**src/rtl/alu_sequencer.sv**
```systemverilog
// alu_sequencer: feeds a shared combinational ALU from a byte stream.
// It collects operand A, operand B and the opcode as three bytes, then drives
// the ALU inputs and waits a fixed number of cycles. It captures alu_result and
// offers it on a valid/ready byte sink.
// Ports:
//   clk, btn_Reset (async, active-low)
//   rx_data/rx_valid/rx_ready        : incoming byte stream
//   alu_A/alu_B/alu_op, alu_result   : shared ALU interface
//   tx_data/tx_valid/tx_ready        : result byte sink
//   busy, op_error, timeout, op_count: status
module alu_sequencer #(
    parameter int unsigned NBITS       = 8,
    parameter int unsigned COD_OP      = 6,
    parameter int unsigned EXEC_CYCLES = 1,
    parameter int unsigned TIMEOUT     = 1000000
) (
    input  logic              clk,
    input  logic              btn_Reset,
    input  logic [NBITS-1:0]  rx_data,
    input  logic              rx_valid,
    output logic              rx_ready,
    output logic [NBITS-1:0]  alu_A,
    output logic [NBITS-1:0]  alu_B,
    output logic [COD_OP-1:0] alu_op,
    input  logic [NBITS-1:0]  alu_result,
    output logic [NBITS-1:0]  tx_data,
    output logic              tx_valid,
    input  logic              tx_ready,
    output logic              busy,
    output logic              op_error,
    output logic              timeout,
    output logic [7:0]        op_count
);

    localparam int unsigned CW = $clog2(EXEC_CYCLES + 1);
    localparam int unsigned IW = $clog2(TIMEOUT);

    localparam logic [COD_OP-1:0] OP_ADD = COD_OP'(6'b100000);
    localparam logic [COD_OP-1:0] OP_SUB = COD_OP'(6'b100010);
    localparam logic [COD_OP-1:0] OP_AND = COD_OP'(6'b100100);
    localparam logic [COD_OP-1:0] OP_OR  = COD_OP'(6'b100101);
    localparam logic [COD_OP-1:0] OP_XOR = COD_OP'(6'b100110);
    localparam logic [COD_OP-1:0] OP_NOR = COD_OP'(6'b100111);
    localparam logic [COD_OP-1:0] OP_SRA = COD_OP'(6'b000011);
    localparam logic [COD_OP-1:0] OP_SRL = COD_OP'(6'b000010);

    typedef enum logic [2:0] {
        WAIT_A,
        WAIT_B,
        WAIT_OP,
        EXEC,
        SEND
    } state_t;

    state_t            state_q, state_d;
    logic [NBITS-1:0]  alu_a_q, alu_a_d;
    logic [NBITS-1:0]  alu_b_q, alu_b_d;
    logic [COD_OP-1:0] alu_op_q, alu_op_d;
    logic [NBITS-1:0]  tx_data_q, tx_data_d;
    logic              tx_valid_q, tx_valid_d;
    logic              rx_ready_q, rx_ready_d;
    logic              busy_q, busy_d;
    logic              op_error_q, op_error_d;
    logic              timeout_q, timeout_d;
    logic [7:0]        op_count_q, op_count_d;
    logic [CW-1:0]     exec_cnt_q, exec_cnt_d;
    logic [IW-1:0]     idle_q, idle_d;

    logic              accept;
    logic [COD_OP-1:0] rx_opcode;
    logic              opcode_ok;
    logic              idle_expired;

    assign accept       = rx_valid && rx_ready_q;
    assign rx_opcode    = rx_data[COD_OP-1:0];
    assign idle_expired = (idle_q == IW'(TIMEOUT - 1));

    always_comb begin
        case (rx_opcode)
            OP_ADD, OP_SUB, OP_AND, OP_OR,
            OP_XOR, OP_NOR, OP_SRA, OP_SRL: opcode_ok = 1'b1;
            default:                        opcode_ok = 1'b0;
        endcase
    end

    always_comb begin
        state_d    = state_q;
        alu_a_d    = alu_a_q;
        alu_b_d    = alu_b_q;
        alu_op_d   = alu_op_q;
        tx_data_d  = tx_data_q;
        tx_valid_d = tx_valid_q;
        op_count_d = op_count_q;
        exec_cnt_d = exec_cnt_q;
        idle_d     = idle_q;
        op_error_d = 1'b0;
        timeout_d  = 1'b0;

        case (state_q)
            WAIT_A: begin
                if (accept) begin
                    alu_a_d = rx_data;
                    idle_d  = '0;
                    state_d = WAIT_B;
                end
            end
            WAIT_B, WAIT_OP: begin
                // An accept on the expiry cycle takes priority over the abort.
                if (accept) begin
                    idle_d = '0;
                    if (state_q == WAIT_B) begin
                        alu_b_d = rx_data;
                        state_d = WAIT_OP;
                    end else if (opcode_ok) begin
                        alu_op_d   = rx_opcode;
                        exec_cnt_d = CW'(EXEC_CYCLES);
                        state_d    = EXEC;
                    end else begin
                        op_error_d = 1'b1;
                        state_d    = WAIT_A;
                    end
                end else if (idle_expired) begin
                    timeout_d = 1'b1;
                    idle_d    = '0;
                    state_d   = WAIT_A;
                end else begin
                    idle_d = idle_q + IW'(1);
                end
            end
            EXEC: begin
                // Capture happens on the cycle after the counter drains, so
                // tx_valid rises EXEC_CYCLES+1 cycles after the opcode accept.
                if (exec_cnt_q == '0) begin
                    tx_data_d  = alu_result;
                    tx_valid_d = 1'b1;
                    state_d    = SEND;
                end else begin
                    exec_cnt_d = exec_cnt_q - CW'(1);
                end
            end
            SEND: begin
                if (tx_ready) begin
                    tx_valid_d = 1'b0;
                    op_count_d = op_count_q + 8'd1;
                    state_d    = WAIT_A;
                end
            end
            default: state_d = WAIT_A;
        endcase

        rx_ready_d = (state_d == WAIT_A) || (state_d == WAIT_B) || (state_d == WAIT_OP);
        busy_d     = (state_d == EXEC) || (state_d == SEND);
    end

    always_ff @(posedge clk or negedge btn_Reset) begin
        if (!btn_Reset) begin
            state_q    <= WAIT_A;
            alu_a_q    <= '0;
            alu_b_q    <= '0;
            alu_op_q   <= '0;
            tx_data_q  <= '0;
            tx_valid_q <= 1'b0;
            rx_ready_q <= 1'b0;
            busy_q     <= 1'b0;
            op_error_q <= 1'b0;
            timeout_q  <= 1'b0;
            op_count_q <= '0;
            exec_cnt_q <= '0;
            idle_q     <= '0;
        end else begin
            state_q    <= state_d;
            alu_a_q    <= alu_a_d;
            alu_b_q    <= alu_b_d;
            alu_op_q   <= alu_op_d;
            tx_data_q  <= tx_data_d;
            tx_valid_q <= tx_valid_d;
            rx_ready_q <= rx_ready_d;
            busy_q     <= busy_d;
            op_error_q <= op_error_d;
            timeout_q  <= timeout_d;
            op_count_q <= op_count_d;
            exec_cnt_q <= exec_cnt_d;
            idle_q     <= idle_d;
        end
    end

    assign rx_ready = rx_ready_q;
    assign alu_A    = alu_a_q;
    assign alu_B    = alu_b_q;
    assign alu_op   = alu_op_q;
    assign tx_data  = tx_data_q;
    assign tx_valid = tx_valid_q;
    assign busy     = busy_q;
    assign op_error = op_error_q;
    assign timeout  = timeout_q;
    assign op_count = op_count_q;

endmodule

```
**config.mk**
```make
export PLATFORM = sky130hd
export DESIGN_NAME = alu_sequencer
export DESIGN_NICKNAME = d
export VERILOG_FILES = /design/src/rtl/alu_sequencer.sv
export SDC_FILE = /design/constraint.sdc
export NUM_CORES = 1
export LEC_CHECK = 0
export BUFFER_PORTS_ARGS = -buffer_cell sky130_fd_sc_hd__buf_2
export CELL_PAD_IN_SITES_DETAIL_PLACEMENT = 1
export CELL_PAD_IN_SITES_GLOBAL_PLACEMENT = 1
export CORE_UTILIZATION = 30
export DETAILED_ROUTE_END_ITERATION = 7
export PLACE_DENSITY = 0.68
export SLEW_MARGIN = 20
export SYNTH_ARGS = -nofsm -noshare
export SYNTH_HDL_FRONTEND = slang
export SYNTH_SLANG_ARGS = --single-unit
```
**constraint.sdc**
```tcl
create_clock -name clk -period 2.5 [get_ports clk]
set_clock_uncertainty 0.05 [all_clocks]
set_input_delay 0.5 -clock clk [delete_from_list [all_inputs] [get_ports clk]]
set_output_delay 0.5 -clock clk [all_outputs]
set_load 0.02 [all_outputs]
```
==> out/qor.csv, run 1 <==
stage;metric;value;unit
synth;ys_seq_area_share;55.7;%
place;port_buffers;62;
global_routing;grt_overflow_total;0;
global_routing;grt_pass1_vias;2508;
finish;area_delta_synth_final;26.2;%
clock_tree;clock_sinks;67;
critical_path;critPathBufInv;0;
die;rows;36;
critical_path;start_kind;flip-flop;
detailed_routing;dr.pass1.iters;4;
detailed_routing;routed_via_density;4.86;
place;place_ws;0.183;ns
status;outcome;completed;
clock_tree;htreeDepth;3;
clock_tree;post-cts-setup-buffers;0;
finish;drive_gt1_share;35.9;%
detailed_routing;ant_nets;0;
detailed_routing;vias;2322;
detailed_routing;drc;0;
place;gp_routability_congestion;0.776;
place;dp_hpwl;5.38;mm
detailed_routing;wire_per_inst;15.4;um
timing;finalSetupViolations;0;
timing;min_period;2.27;ns
critical_path;cp_slowest_cell;or4b_1;
power_and_ir_drop;ir_worst_vdd;337;uV
critical_path;path_delay_family;simple AND/OR/NAND/NOR gates;
finish;fillers;1133;
clock_tree;cts_tree;done;
global_routing;grt_pass1_wl;12.5;mm
finish;antenna_cells;0;
synth;synth_area;3010;sq um
synth;synth_cells;265;
global_routing;track_usage;15.6;%
synth;synth_most_common_cell;dfrtp_1;
die;core;9730;sq um
global_routing;antenna_found_initial;0;
synth;synth_seq_cells;67;
clock_tree;clk_path_buf_depth;2;
critical_path;cp_max_fo;6;
power_and_ir_drop;p_leak;0.00178;uW
clock_tree;cts_made_buffers;9;
global_routing;grt_max_degree;44;
synth;synth_ff_type;dfrtp_1;
timing;drv_slew;0;
synth;yosysWarnings;0;
timing;period_share;90.8;%
synth;synth_common_cells;dfrtp_1, mux2_2, nor2_1, nand2_1, nand3_1;
synth;yosysTopAreaCell;dfrtp_1;
critical_path;arrival;2.44;ns
clock_tree;root_buffer;clkbuf_8;
synth;syn_nets;287;
critical_path;crit_chain;or4b_1 -> nor4_4 -> a21o_1 -> o21ai_1 -> a22o_1;
critical_path;cpPeakStageDelay;0.53;ns
timing;setup_ws;0.230;ns
critical_path;critPathKind;flip-flop to flip-flop;
synth;synth_cell_types;47;
timing;relSlewSlack;56.6;%
clock_tree;clk_latency;0.34;ns
timing;tightest_slew;0.643;ns
synth;synth.top_cells.by_area;dfrtp_1, mux2_2, nor2_1;
timing;fin_setup_tns;0;ns
synth;yosysTopAreaCellShare;55.7;%
worst_hold_path;hp-class;primary input to asynchronous set/reset pin;
critical_path;worst_setup_path_end_kind;flip-flop;
synth;async_flop_share;100;%
die;io-pin-count;63;
power_and_ir_drop;pwr_density_cell;1120;nW/um^2
timing;rsz0062_at_grt;false;
timing;fmax;440;MHz
clock_tree;clk_pin_slew;0.07;ns
synth;avgSynthCellArea;11.4;sq um
die;dieArea;10400;sq um
detailed_routing;drt_wl_total;7.38;mm
die;die_w;102;um
die;die_h;102;um
finish;final_nets;362;
critical_path;worst_ep_required_time;2.67;ns
synth;synth-edff-count;0;
detailed_routing;initialDrtViolationCount;38;
flow_run;maxCapViolCount;0;
die;initial_core_util;30.9;%
timing;hold_viol;0;
## where the power goes
part,switching [uW],total [uW],internal [uW]
Combinational,940,1550,605
Sequential,214,1600,1390
Clock,412,1100,691
Total,1570,4250,2680
## worst paths after layout
check	start	to	slack [ns]	cells past startpoint
max in group asynchronous	btn_Reset	op_count[7]	1.64	2
max	idle_q[7]	idle_q[12]	0.23	5
min reg2reg	op_count[7]	op_count[7]	0.42	1
min in group clk	alu_result[5]	tx_data[5]	0.34	2
max reg2reg	idle_q[7]	idle_q[12]	0.23	5
min	btn_Reset	alu_A[1]	0.11	1
## worst register-to-register path: cells and delay by family (launching register included)
family / cells / cell delay (ns)
compound gates: 3 / 0.69
flops: 1 / 0.45
simple gates: 2 / 0.98
## state kept, by name (all words and copies together), names as in the netlist
register and cells:
timeout 1, tx_valid 1, rx_ready 1, busy 1, op_error 1, alu_A 8
idle_q 20, alu_op 6, exec_cnt_q 1, alu_B 8, tx_data 8, op_count 8
state_q 3
## metrics by stage
stage	util, %	total power [uW]	area, sq um	hold WS [ns]	cells
after floorplan	-	2600	3010	0.154	265
after detailed placement	36.3	3170	3540	0.409	462
after CTS	38.9	4310	3790	0.108	478
final	39.0	4250	3800	0.112	478
after global routing	39.0	4550	3800	0.130	478
after global placement	36.3	3110	3540	0.405	462
## what timing repair did
item | CTS | global route
hold buffers | 0 | 0
setup endpoints to repair | 0 | 5
resized for setup | 0 | 2
## routing by layer
metal | global-route usage [%] | wire [um] | vias up
met5 | 0 | 0 | -
li1 | - | - | 1098
met4 | 5.71 | 76 | 0
met1 | 19.2 | 3340 | 1170
met2 | 26.8 | 3670 | 48
met3 | 3.56 | 293 | 6
## cell usage in the layout, fill, tap and decap left out, drive strengths merged, types with 7 or more instances in the layout
cell    count
a21oi       8
xnor2       8
inv         8
dfrtp      67
nand2      21
nor2       28
o21ai      10
clkbuf     10
a31oi       8
nand3      10
mux2       29
nor3        7
buf        71
## cell families after synthesis
family	Yosys count	share of synthesized area (%)
AND/OR/NAND/NOR	89	14.8
flip-flops	67	55.7
AO/OA/AOI/OAI	48	11.4
multiplexers	30	11.2
buffers and inverters	15	1.96
XOR/XNOR	14	4.08
adder cells (fa/ha/maj)	2	0.832
## final cells by class
type | count | area [sq um] | share of cell area, %
flip-flops and latches | 67 | 1680 | 44.2
well taps | 133 | 166 | 4.38
repair buffers | 71 | 390 | 10.3
clock buffers | 10 | 138 | 3.63
multi-input cells | 183 | 1280 | 33.8
inverters | 8 | 30.0 | 0.791
clock inverters | 6 | 113 | 2.97
No activity file was read; power rests on OpenSTA's default activity.
==> run 2: changes to the inputs <==
--- a/config.mk
+++ b/config.mk
@@ -6,6 +6,7 @@
 export NUM_CORES = 1
 export LEC_CHECK = 0
 export BUFFER_PORTS_ARGS = -buffer_cell sky130_fd_sc_hd__buf_2
+export CAP_MARGIN = 10
 export CELL_PAD_IN_SITES_DETAIL_PLACEMENT = 1
 export CELL_PAD_IN_SITES_GLOBAL_PLACEMENT = 1
 export CORE_UTILIZATION = 30
==> constraint.sdc (replaced) <==
create_clock -name clk -period 2.5 [get_ports clk]
set_clock_uncertainty 0.05 [all_clocks]
set_input_delay 0.625 -clock clk [delete_from_list [all_inputs] [get_ports clk]]
set_output_delay 0.625 -clock clk [all_outputs]
set_load 0.02 [all_outputs]
==> run 2 against run 1 <==
Compared with the run above:
- non-clock buffer count is 3 higher
- total power is 1.8% lower
- critical path type unchanged
- core utilization is 0.12 points lower
- critical path depth is 1 higher
==> out/qor.csv, run 2 (synthesized netlist as in run 1, its figures left out) <==
stage;metric;value;unit;change
status;outcome;completed;;
detailed_routing;ant_nets;0;;unchanged
timing;fmax;451;MHz;+2.4%
clock_tree;cts_hold_buf;0;;unchanged
die;rows;36;;unchanged
finish;utilization;38.9;%;-0.12 points
timing;tightest_slew;0.804;ns;+0.161 ns
timing;hold_slack;0.234;ns;+0.123 ns
detailed_routing;vias;2346;;+1.0%
detailed_routing;wire_per_inst;15.0;um;-3.0%
finish;antenna_cells;0;;unchanged
detailed_routing;drt_wl_total;7.20;mm;-2.4%
timing;hold_viol;0;;unchanged
place;port_buffers;62;;unchanged
global_routing;grt_overflow_total;0;;unchanged
clock_tree;clock_sinks;67;;unchanged
global_routing;antenna_found_initial;0;;unchanged
timing;setup_ws;0.282;ns;+0.0524 ns
clock_tree;ctsResizeCount;0;;unchanged
finish;layout_commonest_cell;dfrtp_1;;
detailed_routing;dr.pass1.iters;4;;unchanged
finish;area_delta_synth_final;25.8;%;
die;core;9730;sq um;unchanged
clock_tree;cts_made_buffers;9;;unchanged
detailed_routing;routed_via_density;4.88;;+0.40%
place;dp_hpwl;5.25;mm;-2.5%
place;place_ws;0.234;ns;+0.0511 ns
flow_run;maxCapViolCount;0;;unchanged
timing;min_period;2.22;ns;-0.0523 ns
detailed_routing;drc;0;;unchanged
die;io-pin-count;63;;unchanged
critical_path;worst_ep_required_time;2.72;ns;+0.05 ns
finish;top_register;idle_q;;
clock_tree;clk_latency;0.35;ns;about the same
critical_path;critPathKind;flip-flop to flip-flop;;
place;gp_routability_congestion;0.775;;-0.19%
clock_tree;clk_path_buf_depth;2;;unchanged
timing;drv_slew;0;;unchanged
worst_hold_path;hp-class;primary input to asynchronous set/reset pin;;
die;die_w;102;um;unchanged
timing;period_share;88.7;%;-2.1 points
finish;final_nets;365;;+0.83%
die;dieArea;10400;sq um;unchanged
critical_path;worst_setup_path_end_kind;flip-flop;;
die;die_h;102;um;unchanged
critical_path;cp_max_fo;7;;+1
timing;finalSetupViolations;0;;unchanged
timing;relSlewSlack;46.4;%;-10 points
die;initial_core_util;30.9;%;unchanged
clock_tree;htreeDepth;3;;unchanged
global_routing;grt_max_degree;68;;+55%
critical_path;start_kind;flip-flop;;
power_and_ir_drop;pwr_density_cell;1100;nW/um^2;-1.5%
critical_path;arrival;2.44;ns;about the same
clock_tree;clk_pin_slew;0.08;ns;about the same
timing;rsz0062_at_grt;false;;
clock_tree;post-cts-setup-buffers;0;;unchanged
global_routing;track_usage;15.3;%;-0.33 points
timing;fin_setup_tns;0;ns;unchanged
finish;final_cell_mix;dfrtp_1, buf_2, mux2_2, nor2_1, nand2_1;;
clock_tree;cts_tree;done;;
power_and_ir_drop;ir_worst_vdd;331;uV;-1.7%
finish;drive_gt1_share;36.2;%;+0.26 points
power_and_ir_drop;p_leak;0.00177;uW;-0.25%
detailed_routing;initialDrtViolationCount;46;;+21%
finish;largest_reg_flops;20;;unchanged
global_routing;grt_pass1_wl;12.1;mm;-3.3%
global_routing;grt_pass1_vias;2422;;-3.4%
clock_tree;root_buffer;clkbuf_8;;
==> run 2: critical path, cell delays in order (launching register included) <==
cell       delay [ns]
dfrtp_1          0.39
ha_1             0.20
nand3_1          0.22
or4_1            0.68
a2111oi_2        0.39
nor2_1           0.08
a31oi_1          0.14
==> run 2: worst paths after layout <==
check / slack, ns / to / start / cells after the start
max in group asynchronous: 1.86 / idle_q[3] / btn_Reset / 2
hold reg to reg: 0.42 / op_count[7] / op_count[7] / 1
min in group clk: 0.42 / op_count[7] / op_count[7] / 1
setup reg to reg: 0.28 / idle_q[10] / idle_q[0] / 6
hold / removal: 0.23 / tx_data[2] / btn_Reset / 2
setup / recovery: 0.28 / idle_q[10] / idle_q[0] / 6
==> run 2: per-layer routing <==
metal | share of wire (%) | GRT usage (%) | vias up
met5 | 0 | 0 | -
met4 | 2.3 | 8.46 | 0
met3 | 4.0 | 3.15 | 13
met2 | 49 | 24.8 | 52
met1 | 45 | 19.1 | 1171
li1 | - | - | 1110
==> run 2: cell type report <==
type                    count  area (sq um)
flip-flops and latches     67          1680
well taps                 133           166
multi-input cells         183          1270
inverters                   8          30.0
fillers                  1116          5940
clock buffers              10           138
repair buffers             74           413
clock inverters             6          88.8
==> run 2: power by group <==
group | switching, uW | total (uW) | leakage [uW] | internal [uW]
registers | 209 | 1590 | 0.000868 | 1380
clock network | 438 | 1030 | 0.000108 | 588
logic | 925 | 1550 | 0.000796 | 628
==> run 2: metrics by stage <==
step,total power [uW],instance area [sq um],std cells
after CTS,4240,3780,481
final,4170,3780,481
after global placement,3150,3560,465
after floorplan,2600,3010,265
after detailed placement,3200,3560,465
after global routing,4450,3780,481
